===== config.mk =====
export PLATFORM = sky130hd
export DESIGN_NAME = ps2_move_decoder
export DESIGN_NICKNAME = d
export VERILOG_FILES = /design/src/rtl/ps2_move_decoder.sv
export SDC_FILE = /design/constraint.sdc
export NUM_CORES = 1
export LEC_CHECK = 0
export ABC_AREA = 1
export BUFFER_PORTS_ARGS = -buffer_cell sky130_fd_sc_hd__buf_4
export CORE_UTILIZATION = 50
export DETAILED_ROUTE_END_ITERATION = 12
export HOLD_SLACK_MARGIN = 0.12
export PLACE_DENSITY = 0.71
export SLEW_MARGIN = 20
export SYNTH_ARGS = -nofsm -noshare
export SYNTH_HDL_FRONTEND = slang
export SYNTH_SLANG_ARGS = --single-unit

===== constraint.sdc =====
create_clock -name clk -period 2.27 [get_ports clk]
set_input_delay 0.1135 -clock clk [delete_from_list [all_inputs] [get_ports clk]]
set_output_delay 0.1135 -clock clk [all_outputs]
set_load 0.05 [all_outputs]

===== src/rtl/ps2_move_decoder.sv =====
// PS/2 device-to-host receiver with arrow/WASD make-break decoding into held-key move levels.
// Bytes are checked for odd parity and stop bit; a watchdog drops stalled partial frames.
module ps2_move_decoder #(
    parameter int TIMEOUT = 40000
) (
    input  logic       clk,
    input  logic       rst,
    input  logic       ps2_clk,
    input  logic       ps2_data,
    output logic       move_up,
    output logic       move_down,
    output logic       move_right,
    output logic       move_left,
    output logic [7:0] rx_data,
    output logic       rx_valid,
    output logic       rx_err
);
    localparam int CNT_W = (TIMEOUT > 2) ? $clog2(TIMEOUT) : 1;
    localparam logic [CNT_W-1:0] WDOG_MAX = CNT_W'(TIMEOUT - 1);

    typedef enum logic [1:0] {S_IDLE, S_DATA, S_PARITY, S_STOP} state_t;

    // Returns {hit, index}; index 0=up, 1=down, 2=right, 3=left.
    function automatic logic [2:0] key_lookup(input logic [7:0] code, input logic ext);
        logic [2:0] res;
        res = 3'b000;
        if (ext) begin
            case (code)
                8'h75:   res = 3'b100;
                8'h72:   res = 3'b101;
                8'h74:   res = 3'b110;
                8'h6B:   res = 3'b111;
                default: res = 3'b000;
            endcase
        end else begin
            case (code)
                8'h1D:   res = 3'b100;
                8'h1B:   res = 3'b101;
                8'h23:   res = 3'b110;
                8'h1C:   res = 3'b111;
                default: res = 3'b000;
            endcase
        end
        return res;
    endfunction

    logic             r_clk_s1, r_clk_s2, r_clk_hist;
    logic             r_dat_s1, r_dat_s2;
    logic             r_fall, r_bit;
    logic             w_fall;
    state_t           r_state, w_next;
    logic [2:0]       r_cnt;
    logic [7:0]       r_shift;
    logic             r_parity;
    logic [CNT_W-1:0] r_wdog;
    logic             w_timeout, w_good, w_bad;
    logic             r_ext, r_brk;
    logic [3:0]       r_move;
    logic [2:0]       w_key;

    assign w_fall = r_clk_hist & ~r_clk_s2;

    // Stage: synchronise pins, then register the falling-edge strobe together with its data bit
    always_ff @(posedge clk) begin
        if (rst) begin
            r_clk_s1   <= 1'b1;
            r_clk_s2   <= 1'b1;
            r_clk_hist <= 1'b1;
            r_dat_s1   <= 1'b1;
            r_dat_s2   <= 1'b1;
            r_fall     <= 1'b0;
            r_bit      <= 1'b1;
        end else begin
            r_clk_s1   <= ps2_clk;
            r_clk_s2   <= r_clk_s1;
            r_clk_hist <= r_clk_s2;
            r_dat_s1   <= ps2_data;
            r_dat_s2   <= r_dat_s1;
            r_fall     <= w_fall;
            r_bit      <= r_dat_s2;
        end
    end

    assign w_timeout = (r_state != S_IDLE) && (r_wdog == WDOG_MAX);

    always_ff @(posedge clk) begin
        if (rst) r_state <= S_IDLE;
        else     r_state <= w_next;
    end

    always_comb begin
        w_next = r_state;
        case (r_state)
            S_IDLE:   if (r_fall && !r_bit)          w_next = S_DATA;
            S_DATA:   if (r_fall && r_cnt == 3'd7)   w_next = S_PARITY;
            S_PARITY: if (r_fall)                    w_next = S_STOP;
            S_STOP:   if (r_fall)                    w_next = S_IDLE;
            default:                                 w_next = S_IDLE;
        endcase
        if (!r_fall && w_timeout) w_next = S_IDLE;
    end

    always_comb begin
        w_good = 1'b0;
        w_bad  = 1'b0;
        if (r_state == S_STOP && r_fall) begin
            if (r_bit && (^{r_shift, r_parity})) w_good = 1'b1;
            else                                 w_bad  = 1'b1;
        end
    end

    // Stage: frame datapath, watchdog and received-byte outputs
    always_ff @(posedge clk) begin
        if (rst) begin
            r_cnt    <= 3'd0;
            r_shift  <= 8'h00;
            r_parity <= 1'b0;
            r_wdog   <= '0;
            rx_data  <= 8'h00;
            rx_valid <= 1'b0;
            rx_err   <= 1'b0;
        end else begin
            if (r_state == S_IDLE || r_fall) r_wdog <= '0;
            else                             r_wdog <= r_wdog + 1'b1;
            if (r_fall) begin
                if (r_state == S_IDLE) r_cnt <= 3'd0;
                if (r_state == S_DATA) begin
                    r_shift <= {r_bit, r_shift[7:1]};
                    r_cnt   <= r_cnt + 3'd1;
                end
                if (r_state == S_PARITY) r_parity <= r_bit;
            end
            rx_valid <= w_good;
            rx_err   <= w_bad;
            if (w_good) rx_data <= r_shift;
        end
    end

    assign w_key = key_lookup(rx_data, r_ext);

    // Stage: make/break decoder driven by the registered byte pulses
    always_ff @(posedge clk) begin
        if (rst) begin
            r_ext  <= 1'b0;
            r_brk  <= 1'b0;
            r_move <= 4'b0000;
        end else if (rx_err) begin
            r_ext <= 1'b0;
            r_brk <= 1'b0;
        end else if (rx_valid) begin
            if (rx_data == 8'hE0) begin
                r_ext <= 1'b1;
            end else if (rx_data == 8'hF0) begin
                r_brk <= 1'b1;
            end else begin
                r_ext <= 1'b0;
                r_brk <= 1'b0;
                if (w_key[2]) r_move[w_key[1:0]] <= ~r_brk;
            end
        end
    end

    assign move_up    = r_move[0];
    assign move_down  = r_move[1];
    assign move_right = r_move[2];
    assign move_left  = r_move[3];
endmodule

==> metrics.cfg <==
[status]
outcome=finished, final reports clean

[cts]
clk_latency_ns=0.30
cts_buffer_depth=2
htreeDepth=2
numClockSinks=53
clk_pin_slew_worst_paths_ns=0.08
cts_made_buffers=5
cts_tree=yes
clockRootBuffer=clkbuf_8

[power_and_ir_drop]
p_leak_nw=1.31
p_sw_mw=0.384
netSwitchingFraction_pct=22.5
p_int_mw=1.32
p_comb_share_pct=7.9
clkPwrFrac_pct=35.8
peakVddDrop_mv=0.351
p_per_area_nw_per_um2=577
p_seq_share_pct=56.3

[floorplan]
start_util_pct=53.6
die-area_sq_um=5530
num_rows=25
ioPinCount=18
dieWidth_microns=74.3
core_area_sq_um=4880
die_h_microns=74.3

[placement]
post_dp_cell_area_sq_um=2800
dpl.hpwl_microns=3620
gp_congestion=0.781
portBuffers=17

[grt]
grt_pass1_vias=2031
grt_start_max_net_pins=18
overflow=0
grt_pass1_wl_microns=8140
antenna_found_initial=0
grt_use_total_pct=19.1

[synthesis]
syn-cell-area_sq_um=2620
syn_nets=389
yosysWarnings=0
synth_cells=378
avgSynthCellArea_sq_um=6.92
synth_seq_area_share_pct=40.6
synth_cell_types=29
ys_ff_latch=53

[layout]
nets=414
final_area_sq_um=2950
n_antenna_cell=0
layout-drive-gt1-share_pct=11.4
fillCellCount=493
syn2layout_area_growth_pct=12.9

[timing]
fin_skew_ns=0.00545
max_slew.worst_pin.slew_ns=0.400
hold_viol=0
slew_headroom_pct=73.2
period_share_pct=69.1
fin_setup_tns_ns=0
drv_slew=0
timing.fmax_ghz=0.637
period_needed_ns=1.57
setup_violations=0
rsz0062_at_grt=no

[worst_setup_path]
worstSetupPathType=reg -> reg
cp_data_required_time_ns=2.50
crit_arrival_ns=1.80
critPathLaunchType=flop
endpoint_kind=flop
crit_fanout=10

[routing]
wl_microns=4780
detail-route-antenna-nets=0
drc=0
wire_per_inst_microns=10.2
drt_pass1_iterations=4
vias=2291
vias_per_cell=4.87
drt_iter0_drc=92

[worst_hold_path]
min_path_type=reg -> reg

[run]
cap_viol_max_count=0

==> final cells by class <==
cell class | count | area (sq um) | share of cell area, %
Multi-Input combinational cell | 269 | 1320 | 44.8
Timing Repair Buffer | 24 | 193 | 6.53
Sequential cell | 53 | 1060 | 35.9
Clock buffer | 5 | 68.8 | 2.33
Clock inverter | 2 | 35.0 | 1.19
Inverter | 50 | 188 | 6.36
Tap cell | 67 | 83.8 | 2.84
==> synthesized netlist by cell type, drive strengths merged <==
cell    count  area share (%)
xor2        3             1.0
inv        49             7.0
nand3      24             5.2
ha          7             3.3
xnor2       4             1.6
o21ai      16             3.1
clkbuf      4            0.96
dfxtp      53              41
o211ai      1            0.29
nand2      96              14
nand4       9             2.7
o221a       1            0.43
nor2       60             9.0
and2        1            0.24
or2         7             1.7
clkinv      1            0.14
buf         2            0.72
nor4        1            0.24
a21oi      29             5.5
nor3       10             2.1
==> cells in the final DEF (no fill, tap or decap), types with 3 or more instances in the layout <==
cell / n
a21oi_1: 29
buf_4: 19
clkbuf_8: 5
dfxtp_1: 53
dlygate4sd3_1: 5
ha_1: 7
inv_1: 49
nand2_1: 92
nand2_2: 4
nand3_1: 21
nand3_2: 3
nand4_1: 8
nor2_1: 58
nor3_1: 9
o21ai_0: 16
or2_2: 7
xnor2_1: 3
xor2_1: 3
==> per-layer routing <==
metal  up-vias  share of wire [%]  wire (microns)  GRT usage, %
li1       1242                  -               -             -
met1      1007                 50            2390          22.9
met2        35                 45            2160          33.4
met3         7                3.5             166          4.88
met4         0                1.3              63          6.50
met5         -                  0               0             0
==> power by group through the flow <==
stage,logic [mW],registers (mW),clock network [mW]
final,0.135,0.958,0.609
after global routing,0.159,0.961,0.669
after CTS,0.136,0.958,0.636
after detailed placement,0.129,0.980,0
after global placement,0.128,0.979,0
after floorplan,0.102,0.976,0
==> path summary, 6_finish.rpt <==
kind / start / to / slack (ns) / depth (start not counted)
max: r_state[0] / r_wdog[14] / 0.70 / 7
min: r_dat_s2 / r_bit / 0.42 / 1
max reg2reg: r_state[0] / r_wdog[14] / 0.70 / 7
min reg2reg: r_dat_s2 / r_bit / 0.42 / 1
==> through the flow <==
| step | util, % | hold slack (ns) | instances | setup slack [ns] | power (mW) |
|---|---|---|---|---|---|
| 6_report | 60.5 | 0.416 | 470 | 0.701 | 1.70 |
| 5_1_grt | 60.5 | 0.434 | 470 | 0.481 | 1.79 |
| 4_1_cts | 60.5 | 0.417 | 470 | 0.667 | 1.73 |
| 3_5_place_dp | 57.4 | 0.304 | 458 | 0.690 | 1.11 |
| 3_3_place_gp | 57.4 | 0.299 | 458 | 0.753 | 1.11 |
| 2_1_floorplan | - | 0.217 | 378 | 0.516 | 1.08 |
==> logic make-up (layout without fill, tap and decap cells) <==
kind of cell / after synthesis / after routing / share of synthesized area (%)
AO/OA/AOI/OAI: 47 / 47 / 9.33
AND/OR/NAND/NOR: 208 / 208 / 35.3
adder cells (fa/ha/maj): 7 / 7 / 3.35
buffers and inverters: 56 / 81 / 8.85
flip-flops: 53 / 53 / 40.6
XOR/XNOR: 7 / 7 / 2.63
==> state kept, by name, summed over array words and instances, names as in the netlist, 2 cells and up <==
register  cells
r_wdog       16
rx_data       8
r_cnt         3
r_state       2
r_move        4
r_shift       8
==> worst max-delay path, cell delays in order (launching register included) <==
cell      delay, ns
dfxtp_1        0.39
inv_1          0.08
ha_1           0.25
nor2_1         0.11
inv_1          0.06
nor2_1         0.13
clkinv_1       0.25
nor3_1         0.23
==> repair_timing <==
action,CTS,global route
buffers inserted,0,0
hold endpoints to repair,9,0
resized for setup,0,0
hold buffers,5,0
Power figures use the tool's default switching activity.
